`config.mk`:
```
export PLATFORM = sky130hd
export DESIGN_NAME = chi_refill_responder_flat
export DESIGN_NICKNAME = d
export VERILOG_FILES = /design/src/rtl/chi_refill_responder_if.sv /design/src/rtl/chi_refill_responder.sv /design/src/flat_wrapper.sv
export SDC_FILE = /design/constraint.sdc
export NUM_CORES = 2
export LEC_CHECK = 0
export CORE_AREA = 4 4 307 309
export CTS_CLUSTER_DIAMETER = 120
export DETAILED_ROUTE_END_ITERATION = 8
export DIE_AREA = 0 0 311 313
export GPL_TIMING_DRIVEN = 0
export MAX_ROUTING_LAYER = met4
export PLACE_DENSITY = 0.68
export SLEW_MARGIN = 20
export SYNTH_ARGS = -nofsm -noshare
export SYNTH_HDL_FRONTEND = slang
export SYNTH_SLANG_ARGS = --single-unit
```
`constraint.sdc`:
```
create_clock -name clock -period 3 [get_ports clock]
set_input_delay 0.6 -clock clock [delete_from_list [all_inputs] [get_ports clock]]
set_output_delay 0.6 -clock clock [all_outputs]
set_load 0.1 [all_outputs]
```
`src/rtl/chi_refill_responder_if.sv`:
```
// rtl/chi_refill_responder_if.sv - MSHR-side and memory-side handshake bundle for the refill responder
interface chi_refill_responder_if #(
   parameter int MSHR_NUM = 4,
   parameter int PADDR_W  = 40
);
   logic [MSHR_NUM-1:0]         mshr_req_valid;
   logic [MSHR_NUM*PADDR_W-1:0] mshr_req_paddr;
   logic [MSHR_NUM-1:0]         mshr_req_ready;
   logic [MSHR_NUM-1:0]         mshr_resp_valid;
   logic [511:0]                mshr_resp_data;
   logic                        mem_req_valid;
   logic                        mem_req_ready;
   logic [PADDR_W-1:0]          mem_req_addr;
   logic                        mem_resp_valid;
   logic [63:0]                 mem_resp_data;
   logic                        mem_resp_last;

   modport slave (
      input  mshr_req_valid, mshr_req_paddr, mem_req_ready,
             mem_resp_valid, mem_resp_data, mem_resp_last,
      output mshr_req_ready, mshr_resp_valid, mshr_resp_data,
             mem_req_valid, mem_req_addr
   );

   modport master (
      output mshr_req_valid, mshr_req_paddr, mem_req_ready,
             mem_resp_valid, mem_resp_data, mem_resp_last,
      input  mshr_req_ready, mshr_resp_valid, mshr_resp_data,
             mem_req_valid, mem_req_addr
   );
endinterface

```
`src/rtl/chi_refill_responder.sv`:
```
// rtl/chi_refill_responder.sv - round-robin MSHR refill arbiter that fetches one 8x64b line at a time
module chi_refill_responder #(
   parameter int MSHR_NUM     = 4,
   parameter int MSHR_NUM_LOG = 2,
   parameter int PADDR_W      = 40
) (
   input  logic                    clock,
   input  logic                    reset_n,
   chi_refill_responder_if.slave   bus,
   output logic                    busy,
   output logic                    beat_err
);
   typedef enum logic [1:0] {IDLE, S_MEMREQ, W_BEATS, S_RESP} state_t;

   state_t                  state;
   logic [MSHR_NUM_LOG-1:0] rr_ptr;
   logic [MSHR_NUM_LOG-1:0] cur_id;
   logic [2:0]              cnt;
   logic [PADDR_W-1:0]      addr_q;
   logic [511:0]            line;
   logic [511:0]            resp_data_q;
   logic [MSHR_NUM-1:0]     resp_valid_q;
   logic                    mem_req_valid_q;

   logic [MSHR_NUM-1:0]     grant;
   logic [MSHR_NUM_LOG-1:0] gid;
   logic [MSHR_NUM_LOG-1:0] idx;
   logic                    found;
   logic [PADDR_W-1:0]      sel_paddr;
   logic [MSHR_NUM-1:0]     cur_onehot;

   // Grant is masked during reset so every output reads zero while reset_n is low.
   always_comb begin
      grant = '0;
      gid   = '0;
      idx   = '0;
      found = 1'b0;
      if (state == IDLE && reset_n) begin
         for (int i = 0; i < MSHR_NUM; i++) begin
            idx = rr_ptr + i[MSHR_NUM_LOG-1:0];
            if (!found && bus.mshr_req_valid[idx]) begin
               found = 1'b1;
               gid   = idx;
            end
         end
         if (found) grant[gid] = 1'b1;
      end
   end

   assign sel_paddr  = bus.mshr_req_paddr[gid*PADDR_W +: PADDR_W];
   assign cur_onehot = {{(MSHR_NUM-1){1'b0}}, 1'b1} << cur_id;

   always_ff @(posedge clock or negedge reset_n) begin
      if (!reset_n) begin
         state           <= IDLE;
         rr_ptr          <= '0;
         cur_id          <= '0;
         cnt             <= '0;
         addr_q          <= '0;
         line            <= '0;
         resp_data_q     <= '0;
         resp_valid_q    <= '0;
         mem_req_valid_q <= 1'b0;
         busy            <= 1'b0;
         beat_err        <= 1'b0;
      end else begin
         case (state)
            IDLE: begin
               if (found) begin
                  cur_id          <= gid;
                  addr_q          <= {sel_paddr[PADDR_W-1:6], 6'b0};
                  rr_ptr          <= gid + 1'b1;
                  mem_req_valid_q <= 1'b1;
                  busy            <= 1'b1;
                  state           <= S_MEMREQ;
               end
            end
            S_MEMREQ: begin
               if (bus.mem_req_ready) begin
                  mem_req_valid_q <= 1'b0;
                  cnt             <= '0;
                  state           <= W_BEATS;
               end
            end
            W_BEATS: begin
               if (bus.mem_resp_valid) begin
                  line[{cnt, 6'b0} +: 64] <= bus.mem_resp_data;
                  cnt                     <= cnt + 3'd1;
                  // Length errors are flagged only; completion always follows the 8th beat.
                  if (bus.mem_resp_last != (cnt == 3'd7)) beat_err <= 1'b1;
                  if (cnt == 3'd7) begin
                     resp_data_q  <= {bus.mem_resp_data, line[447:0]};
                     resp_valid_q <= cur_onehot;
                     state        <= S_RESP;
                  end
               end
            end
            S_RESP: begin
               resp_valid_q <= '0;
               busy         <= 1'b0;
               state        <= IDLE;
            end
            default: state <= IDLE;
         endcase
      end
   end

   assign bus.mshr_req_ready  = grant;
   assign bus.mshr_resp_valid = resp_valid_q;
   assign bus.mshr_resp_data  = resp_data_q;
   assign bus.mem_req_valid   = mem_req_valid_q;
   assign bus.mem_req_addr    = addr_q;
endmodule

```
`src/flat_wrapper.sv`:
```
// flat-port wrapper written by rule: the top's interface ports become plain ports
module chi_refill_responder_flat 
#(
   parameter int MSHR_NUM     = 4,
   parameter int MSHR_NUM_LOG = 2,
   parameter int PADDR_W      = 40
)
  (clock, reset_n, busy, beat_err, bus_mshr_req_valid, bus_mshr_req_paddr, bus_mem_req_ready, bus_mem_resp_valid, bus_mem_resp_data, bus_mem_resp_last, bus_mshr_req_ready, bus_mshr_resp_valid, bus_mshr_resp_data, bus_mem_req_valid, bus_mem_req_addr);
  chi_refill_responder_if #(.MSHR_NUM(MSHR_NUM), .PADDR_W(PADDR_W)) bus_i ();
  input  logic clock;
  input  logic reset_n;
  output logic busy;
  output logic beat_err;
  input wire logic [$bits(bus_i.mshr_req_valid)-1:0] bus_mshr_req_valid;
  input wire logic [$bits(bus_i.mshr_req_paddr)-1:0] bus_mshr_req_paddr;
  input wire logic [$bits(bus_i.mem_req_ready)-1:0] bus_mem_req_ready;
  input wire logic [$bits(bus_i.mem_resp_valid)-1:0] bus_mem_resp_valid;
  input wire logic [$bits(bus_i.mem_resp_data)-1:0] bus_mem_resp_data;
  input wire logic [$bits(bus_i.mem_resp_last)-1:0] bus_mem_resp_last;
  output wire logic [$bits(bus_i.mshr_req_ready)-1:0] bus_mshr_req_ready;
  output wire logic [$bits(bus_i.mshr_resp_valid)-1:0] bus_mshr_resp_valid;
  output wire logic [$bits(bus_i.mshr_resp_data)-1:0] bus_mshr_resp_data;
  output wire logic [$bits(bus_i.mem_req_valid)-1:0] bus_mem_req_valid;
  output wire logic [$bits(bus_i.mem_req_addr)-1:0] bus_mem_req_addr;
  assign bus_i.mshr_req_valid = bus_mshr_req_valid;
  assign bus_i.mshr_req_paddr = bus_mshr_req_paddr;
  assign bus_i.mem_req_ready = bus_mem_req_ready;
  assign bus_i.mem_resp_valid = bus_mem_resp_valid;
  assign bus_i.mem_resp_data = bus_mem_resp_data;
  assign bus_i.mem_resp_last = bus_mem_resp_last;
  assign bus_mshr_req_ready = bus_i.mshr_req_ready;
  assign bus_mshr_resp_valid = bus_i.mshr_resp_valid;
  assign bus_mshr_resp_data = bus_i.mshr_resp_data;
  assign bus_mem_req_valid = bus_i.mem_req_valid;
  assign bus_mem_req_addr = bus_i.mem_req_addr;
  chi_refill_responder #(.MSHR_NUM(MSHR_NUM), .MSHR_NUM_LOG(MSHR_NUM_LOG), .PADDR_W(PADDR_W)) u_core (.clock(clock), .reset_n(reset_n), .bus(bus_i), .busy(busy), .beat_err(beat_err));
endmodule
```
# Word-level counts from Yosys, hierarchy flattened
# Index checks and enable logic that the tools add are counted.
# totals
out_inout_bits	563
wordCells	102
reg_bits	1074
# classes
n_lt_le_gt_ge	6
n_reduce_logical	22
eq_ne	9
n_mul	1
shift	4
n_addsub	6
mux	43
# op_table
operator	n
$bwmux W512	1
$shift A64 B11 Y512 const A	1
$shiftx A64 B11 Y512	1
$shiftx A160 B9 Y40	1
$mux W2	10
$mux W1	16
$mux W4	4
$lt A2 B3 Y1 const B	5
$reduce_and A3 Y1	5
$neg A9 Y11	1
$bmux W1 S2	4
$pmux W2 S4	1
$pmux W4 S2	1
$reduce_bool A2 Y1	4
$mux W3	2
$pmux W3 S2	1
$reduce_and A2 Y1	3
$logic_and A1 B1 Y1	5
$mul A2 B3 Y5 const B	1
$add A2 B1 Y2 const B	2
$add A2 B2 Y2 const B	2
$eq A2 B2 Y1 const B	2
$ne A2 B1 Y1 const B	2
$ne A2 B2 Y1 const B	2
11 further kinds	14

# Logic depth before layout (Yosys ltp)
# logic_depth
ltp_word	22
mapped_depth	11
ltp_nobuf	7

# Worst setup path before layout
# Ideal clock, no wire load.
# synth_path
path_kind	in2out
startpoint	input bus_mshr_req_valid[3]
endpoint	output bus_mshr_req_ready[2]
n_path_buf	3
arrival_ns	3.630
stages	7
slack_ns	-1.230
cell_sequence	nand2b_1 > a21o_1 > buf_2 > and3_1 > buf_2 > buf_2 > nor3_1
# synth_between
elab_chain_cells	22
elab_cells_between_ends	34
cone_classes	2 x order compare; 25 x mux; 7 x reduce/logical
# synth_lines
item	line	text
from (decl)	flat_wrapper.sv:14	input wire logic [$bits(bus_i.mshr_req_valid)-1:0] bus_mshr_req_valid;
$bmux W1 S2	chi_refill_responder.sv:41	if (!found && bus.mshr_req_valid[idx]) begin
$mux W1 (not written as such)	chi_refill_responder.sv:41	
$mux W1	chi_refill_responder.sv:41	
$mux W1	chi_refill_responder.sv:38	if (state == IDLE && reset_n) begin
$logic_not A1 Y1	chi_refill_responder.sv:41	
$logic_and A1 B1 Y1	chi_refill_responder.sv:41	
$mux W1	chi_refill_responder.sv:41	
$mux W1	chi_refill_responder.sv:38	
(+6 left out)	n/a	
$mux W2	chi_refill_responder.sv:41	
$mux W2	chi_refill_responder.sv:38	
$lt A2 B3 Y1 (not written as such) or $ge A2 B1 Y1 (tied branches)	chi_refill_responder.sv:46	if (found) grant[gid] = 1'b1;
$logic_and A1 B1 Y1 (not written as such)	chi_refill_responder.sv:46	
$mux W1 (not written as such)	chi_refill_responder.sv:46	
$demux W1 S2	n/a	
$mux W4 (*)	chi_refill_responder.sv:46	
$mux W4 (*)	chi_refill_responder.sv:38	
to (decl)	flat_wrapper.sv:20	output wire logic [$bits(bus_i.mshr_req_ready)-1:0] bus_mshr_req_ready;
# Every way passes the cells marked *; elsewhere a longest branch is shown, timed or not. The select of a mux whose other input is x is not followed.

# Worst setup path in the final report
# layout_path
startpoint	register u_core.rr_ptr[1]
endpoint	output bus_mshr_req_ready[3]
# layout_between
elab_chain_cells	22
elab_cells_between_ends	37
cone_classes	3 x add/sub; 2 x order compare; 25 x mux; 7 x reduce/logical
# layout_lines
item	line	text
from (decl)	chi_refill_responder.sv:16	logic [MSHR_NUM_LOG-1:0] rr_ptr;
from (signal assigned)	chi_refill_responder.sv:72	rr_ptr <= gid + 1'b1;
$bmux W1 S2	chi_refill_responder.sv:41	
$mux W1 (not written as such)	chi_refill_responder.sv:41	
$mux W1	chi_refill_responder.sv:41	
$mux W1	chi_refill_responder.sv:38	
$logic_not A1 Y1	chi_refill_responder.sv:41	
$logic_and A1 B1 Y1	chi_refill_responder.sv:41	
$mux W1	chi_refill_responder.sv:41	
$mux W1	chi_refill_responder.sv:38	
(+6 left out)	n/a	
$mux W2	chi_refill_responder.sv:41	
$mux W2	chi_refill_responder.sv:38	
$lt A2 B3 Y1 (not written as such) or $ge A2 B1 Y1 (tied branches)	chi_refill_responder.sv:46	
$logic_and A1 B1 Y1 (not written as such)	chi_refill_responder.sv:46	
$mux W1 (not written as such)	chi_refill_responder.sv:46	
$demux W1 S2	n/a	
$mux W4 (*)	chi_refill_responder.sv:46	
$mux W4 (*)	chi_refill_responder.sv:38	
# Marks and branches as above.

==> results.cfg <==
[status]
status = complete, no violations

[power]
power_density_mw_per_mm2 = 705
vdd_drop_max_uv = 688
p_leak_nw = 25.3
total_power_mw = 37.1

[clocking]
clk_root_buffer_cell = clkbuf_16
cts.path.max_buffers = 3
cts_tree = yes
clk_transition_reported_paths_ns = 0.06
h-tree-depth = 3
clock_sink_count = 1010
clk_latency_ns = 0.67
cts_made_buffers = 105

[finish]
num-fill-cells = 7462
postLayoutCoreUtil = 0.576
synthToLayoutAreaGrowth_pct = 35.1
drive_gt1_frac = 0.339
final_design_area_no_fill_sq_mm = 0.0526
num-nets-final = 3766
area.sequential_sq_mm = 0.0253
multi_input_area_sq_mm = 0.0128

[global_routing]
grt_pass1_vias = 25976
grt_first_pass_wirelength_um = 176000
grt_antenna_before_repair = 8
grt_start_max_net_pins = 151
overflow = 0
grt_usage = 0.250

[floorplan]
core_outline_area_sq_mm = 0.0914
floorplan.die.width_um = 311
pin_count = 796
floorplan.initialDensity = 0.426
die_h_um = 313
fp.dieArea_sq_mm = 0.0973
floorplan.rows = 111

[logic_synthesis]
synth_edf_count = 0
synth_flop_cell = dfrtp_1
synth-async-reset-ratio = 1.00
synth_area_per_cell_sq_um = 14.9
syn_inst = 2611
register_bit_count_reported_by_yosys = 1010
area_of_the_mapped_netlist_sq_mm = 0.0389
ys_seq_area_frac = 0.649
synth.distinct_cells = 45
synthesis.yosys.warnings = 0

[placed_design]
dp_slack_ns = -1.81
dp_hpwl_um = 86100
gp_routability_congestion = 0.846
place_area_sq_mm = 0.0484
buffer_ports.inserted = 764

[sta]
maxClockFrequency_mhz = 336
worst_slew_pin_slew_ns = 1.17
fin_crit_ns = 2.97
unrepaired_setup_endpoints_after_global_routing = true
fin_setup_tns_ns = 0
final.period_utilization = 0.991
timing.slew.headroom = 0.217
hold_viol_final = 0
maxSlewViolCount = 0
final_worst_slack_ns = 0.0265
finClkSkew_ns = 0.0214
setup_viol = 0

[setup_path]
cp_data_arrival_time_ns = 2.37
critPathRequiredTime_ns = 2.40
worstSetupPathType = flip-flop to output port
timing.critical_path.to_type = output port
timing.critical_path.fanout_max = 5
start_kind = flip-flop

[routing]
avgRoutedWirePerCell_um = 24.9
drcViolationCount = 0
vias_per_cell = 5.15
drt_first_pass_iters = 7
drc_violation_total_after_the_first_tritonroute_iteration = 1391
route.antenna.remaining_nets = 0
totalWireLength_um = 120000
route.vias.total = 24740

[worst_hold_path]
worst_min_path_class = input pin to async pin

[flow_run]
max_cap_violations = 0
==> cell usage after synthesis, types with 8 or more instances <==
cell type     n  area share
dfrtp_1    1010        0.65
mux2_2      824        0.24
nand2_1     181       0.017
o21ai_0     139       0.018
buf_2        78       0.010
clkbuf_1     53      0.0051
nor2_1       44      0.0042
inv_1        41      0.0040
a211oi_1     40      0.0077
a31oi_1      34      0.0055
mux2i_1      34      0.0087
a211oi_2     28      0.0090
buf_4        23      0.0044
nand3_1      10      0.0013
ha_1          9      0.0029
buf_6         8      0.0023
mux2_1        8      0.0023
==> routing by layer <==
metal | vias to the layer above | global-route usage | share of wire
met2 | 630 | 0.406 | 0.49
met3 | 145 | 0.0755 | 0.073
met1 | 12942 | 0.310 | 0.42
met4 | 0 | 0.0595 | 0.021
met5 | - | - | 0
li1 | 11023 | - | -
==> power by group <==
group	internal, mW	leakage (nW)	switching, mW	total, mW
combinational	2.79	9.64	4.82	7.61
sequential	15.4	13.9	0.903	16.3
clock	7.78	1.77	5.42	13.2
==> registers in the layout, summed over array words and instances (netlist names), 2 cells and up <==
register                    count
u_core.cur_id                   2
u_core.bus.mshr_resp_valid      4
u_core.cnt                      3
u_core.bus.mem_req_addr        34
u_core.state                    2
u_core.bus.mshr_resp_data     512
u_core.rr_ptr                   2
u_core.line                   448
==> worst max-delay path: stages, from the launching register on <==
cell and delay, ns:
dfrtp_1 0.44, nor2b_4 0.17, a22o_1 0.24, or3_1 0.36
buf_6 0.15, nor3_4 0.15, buf_12 0.20
==> layout by cell type, fill, tap and decap left out, drive strengths merged, types with 3 or more instances in the layout <==
master         Yosys  layout
clkinv             0      23
a31oi             34      34
a211oi            68      68
conb               1       6
a21oi              4       4
buf              109     150
bufinv             0       3
nand3             10      10
clkbuf            54     218
clkinvlp           0       4
nand2            181     181
mux2i             34      34
ha                 9       9
bufbuf             0       7
o21ai            140     140
dlygate4sd2        0       4
a22oi              4       4
clkdlybuf4s50      0     748
a22o               4       4
mux2             832     832
nand2b             3       3
nor2              47      47
dfrtp           1010    1010
diode              0       8
inv               41      42
and3               3       3
==> stage by stage <==
| stage | hold WS (ns) | std cells |
|---|---|---|
| 2_1_floorplan | 0.304 | 2616 |
| 3_3_place_gp | 0.457 | 4566 |
| 3_5_place_dp | 0.467 | 4576 |
| 4_1_cts | 0.0184 | 4793 |
| 5_1_grt | 0.0332 | 4803 |
| 6_report | 0.0205 | 4807 |
==> path summary, 6_finish.rpt <==
kind / to / startpoint / slack, ns / depth (start not counted)
setup / recovery: bus_mshr_req_ready[3] / u_core.rr_ptr[1] / 0.03 / 6
hold / removal: u_core.line[284] / reset_n / 0.02 / 2
setup reg to reg: u_core.line[307] / u_core.cnt[0] / 0.13 / 11
hold reg to reg: u_core.line[236] / u_core.line[236] / 0.47 / 2
max in group asynchronous: u_core.bus.mshr_resp_data[184] / reset_n / 1.63 / 3
min in group clock: u_core.cnt[0] / bus_mem_resp_valid / 0.39 / 3
==> cell type report <==
class / count / share of cell area
flip-flops and latches: 1010 / 0.480
plain buffers: 159 / 0.0195
repair buffers: 805 / 0.159
diodes: 8 / 0.000380
inverters: 41 / 0.00292
multi-input cells: 1402 / 0.242
well taps: 1186 / 0.0282
clock inverters: 31 / 0.00506
clock buffers: 165 / 0.0627
==> repair_timing <==
action	in CTS	in global routing
hold buffers	3	0
pin swaps	7	4
buffers inserted	14	9
gates resized for setup	84	31
hold endpoints to repair	51	0
gates cloned	5	0
endpoints found under the setup margin	477	349
==> logic make-up after synthesis <==
logic type,after synthesis,synth area share
DFF,1010,0.649
muxes,866,0.249
AOI/OAI and AO/OA,261,0.0443
and+or+nand+nor,258,0.0279
buffers and inverters,204,0.0260
adders and majority gates,9,0.00289
xor gates and xnor gates,2,0.000450
other,1,0.0000963
(Power assumes the default switching activity.)
